--- config.mk ---
export PLATFORM = sky130hd
export DESIGN_NAME = mem_stage
export DESIGN_NICKNAME = d
export VERILOG_FILES = /design/src/rtl/mem_stage.sv
export SDC_FILE = /design/constraint.sdc
export NUM_CORES = 1
export LEC_CHECK = 0
export ABC_CLOCK_PERIOD_IN_PS = 5000
export BUFFER_PORTS_ARGS = -buffer_cell sky130_fd_sc_hd__clkbuf_2
export CORE_AREA = 2 2 140 142
export DETAILED_ROUTE_END_ITERATION = 10
export DIE_AREA = 0 0 142 144
export GPL_TIMING_DRIVEN = 0
export PLACE_DENSITY = 0.8
export SLEW_MARGIN = 25
export SYNTH_ARGS = -nofsm -noshare
export SYNTH_HDL_FRONTEND = slang
export SYNTH_SLANG_ARGS = --single-unit
--- constraint.sdc ---
create_clock -name clk -period 5 [get_ports clk]
set_input_delay 0.25 -clock clk [delete_from_list [all_inputs] [get_ports clk]]
set_output_delay 0.25 -clock clk [all_outputs]
set_load 0.03 [all_outputs]
--- src/rtl/mem_stage.sv ---
// rtl/mem_stage.sv - EX/MEM + MEM/WB pipeline stage with req/ack data-memory bus
// Optional misaligned-access trap: define MEM_MISALIGN_TRAP_EN.
module mem_stage #(
    parameter int DMEM_TIMEOUT = 64
) (
    input  logic        clk,
    input  logic        rst_n,
    input  logic [31:0] ALU_OUT_EX,
    input  logic [31:0] REG_DATA2_EX_FINAL,
    input  logic [31:0] PC_Branch_EX,
    input  logic [4:0]  RD_EX,
    input  logic [2:0]  FUNCT3_EX,
    input  logic        RegWrite_EX,
    input  logic        MemtoReg_EX,
    input  logic        MemRead_EX,
    input  logic        MemWrite_EX,
    input  logic        Branch_EX,
    input  logic        ZERO_EX,
    output logic        STALL,
    output logic [31:0] ALU_OUT_MEM,
    output logic [4:0]  RD_MEM,
    output logic        RegWrite_MEM,
    output logic [31:0] PC_Branch_MEM,
    output logic        PCSrc_MEM,
    output logic        DM_REQ,
    output logic        DM_WE,
    output logic [31:0] DM_ADDR,
    output logic [31:0] DM_WDATA,
    output logic [3:0]  DM_BE,
    input  logic        DM_ACK,
    input  logic [31:0] DM_RDATA,
    output logic [31:0] READ_DATA_WB,
    output logic [31:0] ALU_DATA_WB,
    output logic [4:0]  RD_WB,
    output logic        RegWrite_WB,
    output logic        MemtoReg_WB,
    output logic        BUS_ERR
`ifdef MEM_MISALIGN_TRAP_EN
    ,
    output logic        MISALIGN
`endif
);

    typedef enum logic {S_IDLE, S_WAIT} state_t;

    localparam logic [7:0] TO_LAST = 8'(DMEM_TIMEOUT - 1);

    logic [31:0] store_data_mem;
    logic [2:0]  funct3_mem;
    logic        memtoreg_mem;
    logic        memread_mem;
    logic        memwrite_mem;
    logic        branch_mem;
    logic        zero_mem;

    state_t      state;
    logic [7:0]  wait_cnt;

    logic        mem_op;
    logic        err_abort;
    logic        ack_v;
    logic        timeout_hit;
    logic        timeout_abort;
    logic [1:0]  a;
    logic [3:0]  st_be;
    logic [31:0] st_wdata;
    logic [7:0]  ld_byte;
    logic [15:0] ld_half;
    logic [31:0] ld_data;

    assign a      = ALU_OUT_MEM[1:0];
    assign mem_op = memread_mem | memwrite_mem;

`ifdef MEM_MISALIGN_TRAP_EN
    logic misaligned;
    always_comb begin
        misaligned = 1'b0;
        if (mem_op) begin
            if ((funct3_mem == 3'b001) || (funct3_mem == 3'b101))
                misaligned = a[0];
            else if (funct3_mem == 3'b010)
                misaligned = (a != 2'b00);
        end
    end
    assign err_abort = misaligned;
`else
    assign err_abort = 1'b0;
`endif

    assign DM_REQ        = mem_op & ~err_abort;
    assign DM_WE         = memwrite_mem;
    assign DM_ADDR       = {ALU_OUT_MEM[31:2], 2'b00};
    assign ack_v         = DM_ACK & DM_REQ;
    assign timeout_hit   = (state == S_WAIT) && (wait_cnt >= TO_LAST);
    // The ack wins over a timeout landing in the same cycle.
    assign timeout_abort = timeout_hit & ~ack_v;
    assign STALL         = DM_REQ & ~DM_ACK & ~timeout_hit;
    assign PCSrc_MEM     = branch_mem & zero_mem;

    always_comb begin
        st_be    = 4'b1111;
        st_wdata = store_data_mem;
        case (funct3_mem)
            3'b000: begin
                st_be    = 4'b0001 << a;
                st_wdata = {4{store_data_mem[7:0]}};
            end
            3'b001: begin
                st_be    = 4'b0011 << {a[1], 1'b0};
                st_wdata = {2{store_data_mem[15:0]}};
            end
            default: ;
        endcase
    end

    assign DM_BE    = memwrite_mem ? st_be : (memread_mem ? 4'b1111 : 4'b0000);
    assign DM_WDATA = memwrite_mem ? st_wdata : 32'd0;

    always_comb begin
        ld_byte = DM_RDATA[7:0];
        case (a)
            2'd0: ld_byte = DM_RDATA[7:0];
            2'd1: ld_byte = DM_RDATA[15:8];
            2'd2: ld_byte = DM_RDATA[23:16];
            2'd3: ld_byte = DM_RDATA[31:24];
            default: ;
        endcase
        ld_half = a[1] ? DM_RDATA[31:16] : DM_RDATA[15:0];
        case (funct3_mem)
            3'b000:  ld_data = {{24{ld_byte[7]}}, ld_byte};
            3'b100:  ld_data = {24'd0, ld_byte};
            3'b001:  ld_data = {{16{ld_half[15]}}, ld_half};
            3'b101:  ld_data = {16'd0, ld_half};
            default: ld_data = DM_RDATA;
        endcase
    end

    always_ff @(posedge clk or negedge rst_n) begin
        if (!rst_n) begin
            ALU_OUT_MEM    <= 32'd0;
            store_data_mem <= 32'd0;
            PC_Branch_MEM  <= 32'd0;
            RD_MEM         <= 5'd0;
            funct3_mem     <= 3'd0;
            RegWrite_MEM   <= 1'b0;
            memtoreg_mem   <= 1'b0;
            memread_mem    <= 1'b0;
            memwrite_mem   <= 1'b0;
            branch_mem     <= 1'b0;
            zero_mem       <= 1'b0;
        end else if (!STALL) begin
            ALU_OUT_MEM    <= ALU_OUT_EX;
            store_data_mem <= REG_DATA2_EX_FINAL;
            PC_Branch_MEM  <= PC_Branch_EX;
            RD_MEM         <= RD_EX;
            funct3_mem     <= FUNCT3_EX;
            RegWrite_MEM   <= RegWrite_EX;
            memtoreg_mem   <= MemtoReg_EX;
            memread_mem    <= MemRead_EX;
            memwrite_mem   <= MemWrite_EX;
            branch_mem     <= Branch_EX;
            zero_mem       <= ZERO_EX;
        end
    end

    // Counter includes the first request cycle, so it reads N in the N+1-th.
    always_ff @(posedge clk or negedge rst_n) begin
        if (!rst_n) begin
            state    <= S_IDLE;
            wait_cnt <= 8'd0;
        end else begin
            case (state)
                S_IDLE: begin
                    if (DM_REQ && !DM_ACK) begin
                        state    <= S_WAIT;
                        wait_cnt <= 8'd1;
                    end else begin
                        wait_cnt <= 8'd0;
                    end
                end
                S_WAIT: begin
                    if (DM_ACK || timeout_hit) begin
                        state    <= S_IDLE;
                        wait_cnt <= 8'd0;
                    end else begin
                        wait_cnt <= wait_cnt + 8'd1;
                    end
                end
                default: begin
                    state    <= S_IDLE;
                    wait_cnt <= 8'd0;
                end
            endcase
        end
    end

    always_ff @(posedge clk or negedge rst_n) begin
        if (!rst_n) begin
            READ_DATA_WB <= 32'd0;
            ALU_DATA_WB  <= 32'd0;
            RD_WB        <= 5'd0;
            RegWrite_WB  <= 1'b0;
            MemtoReg_WB  <= 1'b0;
            BUS_ERR      <= 1'b0;
        end else begin
            if (!STALL) begin
                READ_DATA_WB <= (ack_v && memread_mem) ? ld_data : 32'd0;
                ALU_DATA_WB  <= ALU_OUT_MEM;
                RD_WB        <= RD_MEM;
                RegWrite_WB  <= RegWrite_MEM & ~timeout_abort & ~err_abort;
                MemtoReg_WB  <= memtoreg_mem;
            end else begin
                RegWrite_WB  <= 1'b0;
            end
            if (timeout_abort)
                BUS_ERR <= 1'b1;
        end
    end

`ifdef MEM_MISALIGN_TRAP_EN
    always_ff @(posedge clk or negedge rst_n) begin
        if (!rst_n)
            MISALIGN <= 1'b0;
        else if (misaligned)
            MISALIGN <= 1'b1;
    end
`endif

endmodule
## After elaboration in Yosys (flattened, before gate mapping)

Cells that the tools add are included.

| storage, ports and cells | value |
|---|---|
| flip-flop bits (word level) | 191 |
| word-level logic and storage cells | 64 |

| cells by class | value |
|---|---|
| add/subtract/negate cells | 1 |
| order comparisons | 1 |
| equal/unequal tests | 6 |
| shifts and indexed selects | 2 |
| muxes and demuxes | 16 |
| bitwise operators | 12 |
| reduce and logical (&&, ||, !) cells | 7 |

Operators with widths:

| operator | count |
|---|---|
| $pmux 32 s4 | 1 |
| $mux 32 | 2 |
| $pmux 32 s2 | 1 |
| $pmux 8 s4 | 1 |
| $mux 16 | 1 |
| $pmux 8 s2 | 1 |
| $add 8x1->8 const B | 1 |
| $ge 8x6->1 const B | 1 |
| $mux 4 | 2 |
| $mux 8 | 1 |
| $pmux 4 s2 | 1 |
| $and 1x1->1 | 6 |
| $eq 3x3->1 const B | 2 |
| $not 1->1 | 5 |
| $eq 2x2->1 const B | 2 |
| $mux 1 | 4 |
| $shl 1x2->4 const A | 1 |
| $shl 2x2->4 const A | 1 |
| $eq 3x1->1 const B | 1 |
| $logic_and 1x1->1 | 3 |
| $logic_not 3->1 | 1 |
| $eq 2x1->1 const B | 1 |
| $logic_not 2->1 | 1 |
| $pmux 1 s2 | 1 |
| other kinds (3) | 3 |

## Logic depth before layout (Yosys ltp)

| depth | value |
|---|---|
| word-level depth | 7 |
| depth in mapped cells | 8 |
| gate-level depth less buffers | 5 |

## Worst setup path before layout

Ideal clock, no wire load.

| timing | value |
|---|---|
| path kind | reg2out |
| start | register ALU_OUT_MEM[1] |
| end | output DM_BE[2] |
| arrival | 2.097 ns |
| data required time | 4.750 ns |
| setup slack | 2.653 ns |
| cell stages (with the launch flop) | 5 |
| path buffers | 2 |
| cell sequence | dfrtp_1 clkbuf_1 clkbuf_1 o21ai_0 o21ai_0 |

| on the way | value |
|---|---|
| cells in the longest elaborated chain, start to end | 3 |
| elaborated cells on any way between the ends | 4 |
| those cells by class | shift (2); mux (2) |

Ends and longest elaborated chain:

| item | line | RTL |
|---|---|---|
| from (decl) | 20 | `output logic [31:0] ALU_OUT_MEM,` |
| from (signal assigned) | 140 | `ALU_OUT_MEM <= 32'd0;` |
| from (signal assigned) | 152 | `ALU_OUT_MEM <= ALU_OUT_EX;` |
| $shl 2x2->4 / $shl 1x2->4 (equally long branches) | 109, 105 |  |
| $pmux 4 s2 * | 103 | `case (funct3_mem)` |
| $mux 4 * | 116 | `assign DM_BE = memwrite_mem ? st_be : (memread_mem ? 4'b1111 : 4'b0000);` |
| to (decl) | 29 | `output logic [3:0] DM_BE,` |

Mark *: on every way between the ends. The rest lies on a longest branch, timed or not.

## Final worst setup path

| timing | value |
|---|---|
| start | register funct3_mem[0] |
| end | output DM_WDATA[24] |

| on the way | value |
|---|---|
| cells in the longest elaborated chain, start to end | 3 |
| elaborated cells on any way between the ends | 4 |
| those cells by class | eq/ne (1); mux (2); reduce/logical (1) |

Ends and longest elaborated chain:

| item | line | RTL |
|---|---|---|
| from (decl) | 49 | `logic [2:0] funct3_mem;` |
| from (signal assigned) | 144 | `funct3_mem <= 3'd0;` |
| from (signal assigned) | 156 | `funct3_mem <= FUNCT3_EX;` |
| $eq 3x1->1 / $logic_not 3->1 (equally long branches) | 103 |  |
| $pmux 32 s2 * | 103 |  |
| $mux 32 * | 117 | `assign DM_WDATA = memwrite_mem ? st_wdata : 32'd0;` |
| to (decl) | 28 | `output logic [31:0] DM_WDATA,` |

Marked as above.

==> reports/metrics.csv <==
stage,metric,value,unit
synth,Main synth FF type,dfrtp_1,
cts,Num CTS Buffers,17,
finish,"commonest non-fill, non-tap cell in the layout",clkbuf_2,
synth,synth warn,0,
synth,simple-gate area share of the yosys netlist,5.29,%
placed_design,placed wire-length estimate,18.4,mm
synth,"flops & latches, synth",191,
sta,Setup TNS,0,ns
critical_path,Critical Path Max Stage Delay,0.41,ns
floorplanning,Die H,144,um
critical_path,Crit Path Category,flop to output pin,
sta,min Tclk post-route,2.86,ns
synth,mux contribution to synthesized area,22.9,%
sta,Final Hold Vio Count,0,
global_route,vias in the first global route,6653,
status,status,finished clean,
global_route,Total Routing Usage GR,22.8,%
critical_path,critical path data arrival time,2.61,ns
synth,Synth async-reset ratio,100,%
finish,share of cells above drive strength 1,57.9,%
synth,Synth Area in Adders,0.145,%
critical_path,FF-to-FF path depth,7,
cts,clk_lat worst skew,0.43,ns
routing,starting DRC count in detailed routing,348,
job,number of max-cap violations,0,
sta,# setup viols final,0,
floorplanning,core box area,19100,sq um
global_route,gr ovfl total,0,
critical_path,crit path max fanout,10,
critical_path,r2r startpoint,memread_mem,
routing,aggregate routed wire length,23.8,mm
critical_path,CP most frequent cell,clkbuf_1,
floorplanning,initial core utilization,45.1,%
placed_design,DP Cell Count,1245,
synth,main combinational cell family by area after synthesis,multiplexers,
routing,DRT antenna net count,0,
critical_path,slowest library cell on the worst path,clkbuf_1,
cts,CTS H-tree lvls,4,
sta,Max Fclk,349,MHz
synth,Post-Synth XOR/XNOR Area,0.407,%
sta,RSZ-0062 raised after global routing,no,
pwr,Max VDD drop,0.241,mV
global_route,first-pass GRT wire length,35.9,mm
pwr,Cell Pwr Density,448,nW/um^2
cts,Clock Path Buffers,2,
cts,cts repair resizes,0,
hold_path,min-delay worst type,input port to flop,
placed_design,buffers added on ports,356,
critical_path,Startpoint Class,flop,
floorplanning,die area,20400,sq um
synth,mean area per synthesized cell,13.3,sq um
routing,vias per inst,5.27,
finish,"Net count, final",1173,
cts,clock root buffer,clkbuf_16,
cts,"Reg clk slew, reported paths",0.08,ns
sta,Max Clock Skew,0.0133,ns
synth,register area share after synthesis,55.5,%
critical_path,r2r setup slk,2.67,ns
sta,Final period util,57.2,%
sta,Least-Margin Pin Slew,0.626,ns
floorplanning,Site Rows,51,
critical_path,cell family with most CP delay,buffers and inverters,
critical_path,Critical path origin,funct3_mem[0],
routing,WL/cell,18.7,um
finish,n_diodes,0,
floorplanning,die width,142,um
critical_path,element type at the critical path end,output pin,
placed_design,GPL Wtd Cong,0.920,
critical_path,Critical Path RT,4.75,ns
sta,Slew headroom,58.2,%
routing,via count,6740,
pwr,leakage power,5.84,nW
finish,fin cells,1278,
floorplanning,I/O pin count,359,
synth,Post-synth EDFFs,0,
synth,Synth Instances,646,
global_route,initial antenna violation count,0,
critical_path,CP cell instances,clkbuf_1 -> or3_1 -> clkbuf_1 -> clkbuf_1 -> nand2_1 -> a31oi_1 -> clkbuf_2,
critical_path,CP bufs+invs,4,
critical_path,worst setup path end,DM_WDATA[24],
global_route,maximum number of pins on one net before global-route repair,87,
routing,DRC Markers,0,
routing,DR pass1 iterations,5,
hold_path,Hold Path Depth,2,
synth,Compound-Gate Fraction of Synth Area,9.42,%
finish,"commonest cells after routing, fill and taps aside","355 x clkbuf_2, 191 x dfrtp_1, 103 x mux2_2, 54 x nand2_1, 50 x mux2_4",
critical_path,reg-to-reg endpoint,READ_DATA_WB[28],
sta,Final Max Tran Viols,0,
synth,area of the mapped netlist,8610,sq um
cts,CTS tree,built,
synth,Cell variety after synth,46,
finish,Layout area overhead,32.4,%
cts,clock sink total,191,
critical_path,Levels on crit path,7,
==> stage by stage <==
stage	area [sq um]	setup WS [ns]	hold slack (ns)	utilization, %	total power [W]
CTS	11400	2.08	0.0256	59.8	0.00515
finish	11400	2.14	0.0430	59.8	0.00511
global route	11400	1.92	0.0207	59.8	0.00534
floorplan	8620	2.65	-0.0456	-	0.00313
global placement	10700	0.0704	0.452	56.1	0.00366
detailed placement	10800	2.55	0.236	56.4	0.00371
==> power breakdown <==
part	switching [W]	total (W)	internal [W]
Combinational	0.00108	0.00171	0.000630
Sequential	0.000179	0.00196	0.00178
Clock	0.000666	0.00144	0.000771
Total	0.00192	0.00511	0.00319
==> worst min path at each step <==
stage,from,endpoint
final,PC_Branch_EX[9],PC_Branch_MEM[9]
after global routing,ALU_OUT_EX[8],ALU_OUT_MEM[8]
after CTS,PC_Branch_EX[3],PC_Branch_MEM[3]
after detailed placement,rst_n,store_data_mem[17]
after global placement,BUS_ERR,BUS_ERR
after floorplan,rst_n,ALU_DATA_WB[0]
==> state kept, by name (all words and copies together) (netlist names) <==
name,cells
state,1
memtoreg_mem,1
RegWrite_MEM,1
BUS_ERR,1
MemtoReg_WB,1
RegWrite_WB,1
wait_cnt,8
funct3_mem,3
ALU_DATA_WB,32
branch_mem,1
ALU_OUT_MEM,32
zero_mem,1
READ_DATA_WB,32
store_data_mem,32
PC_Branch_MEM,32
memread_mem,1
RD_MEM,5
DM_WE,1
RD_WB,5
==> metal layers <==
layer / global-route usage [%] / part of all wire [%] / routed length [um]
met5: 0 / 0 / 0
met3: 5.99 / 7.5 / 1790
met1: 28.2 / 39 / 9380
met4: 9.74 / 3.5 / 824
met2: 37.9 / 50 / 11800
==> cells in the mapped netlist, types with 13 or more instances <==
master	count	share of area [%]
dfrtp_1	191	56
and2_1	13	0.94
nand2_1	54	2.4
a21boi_0	16	1.4
clkbuf_1	19	0.83
inv_1	13	0.57
mux2_2	103	13
o21ai_0	17	0.99
buf_4	38	3.3
mux2_4	50	8.7
a221o_1	17	2.0
==> worst register-to-register path: cells and delay by family, from the launching register on <==
family / cells / cell delay (ns)
buffers and inverters: 3 / 0.56
AOI/OAI and AO/OA: 2 / 0.52
and+or+nand+nor: 2 / 0.68
DFF: 1 / 0.46
==> cells by family after synthesis <==
logic type,Yosys count
other cells,1
simple gates,97
compound gates,108
flops,191
mux,158
buf+inv,86
xor+xnor,4
fa+ha+maj,1
==> area by class of cell <==
type / count / area [sq um]
Timing Repair Buffer: 359 / 1860
Buffer: 72 / 485
Multi-Input combinational cell: 372 / 3300
Clock inverter: 14 / 199
Fill cell: 1528 / 7680
Sequential cell: 191 / 4780
Tap cell: 238 / 298
Inverter: 14 / 53.8
Clock buffer: 18 / 429
==> timing repair <==
| action | in CTS | in global routing |
|---|---|---|
| setup buffers | 0 | 0 |
| hold buffers | 1 | 0 |
| endpoints found under the hold margin | 50 | 0 |
Power figures use the tool's default switching activity.
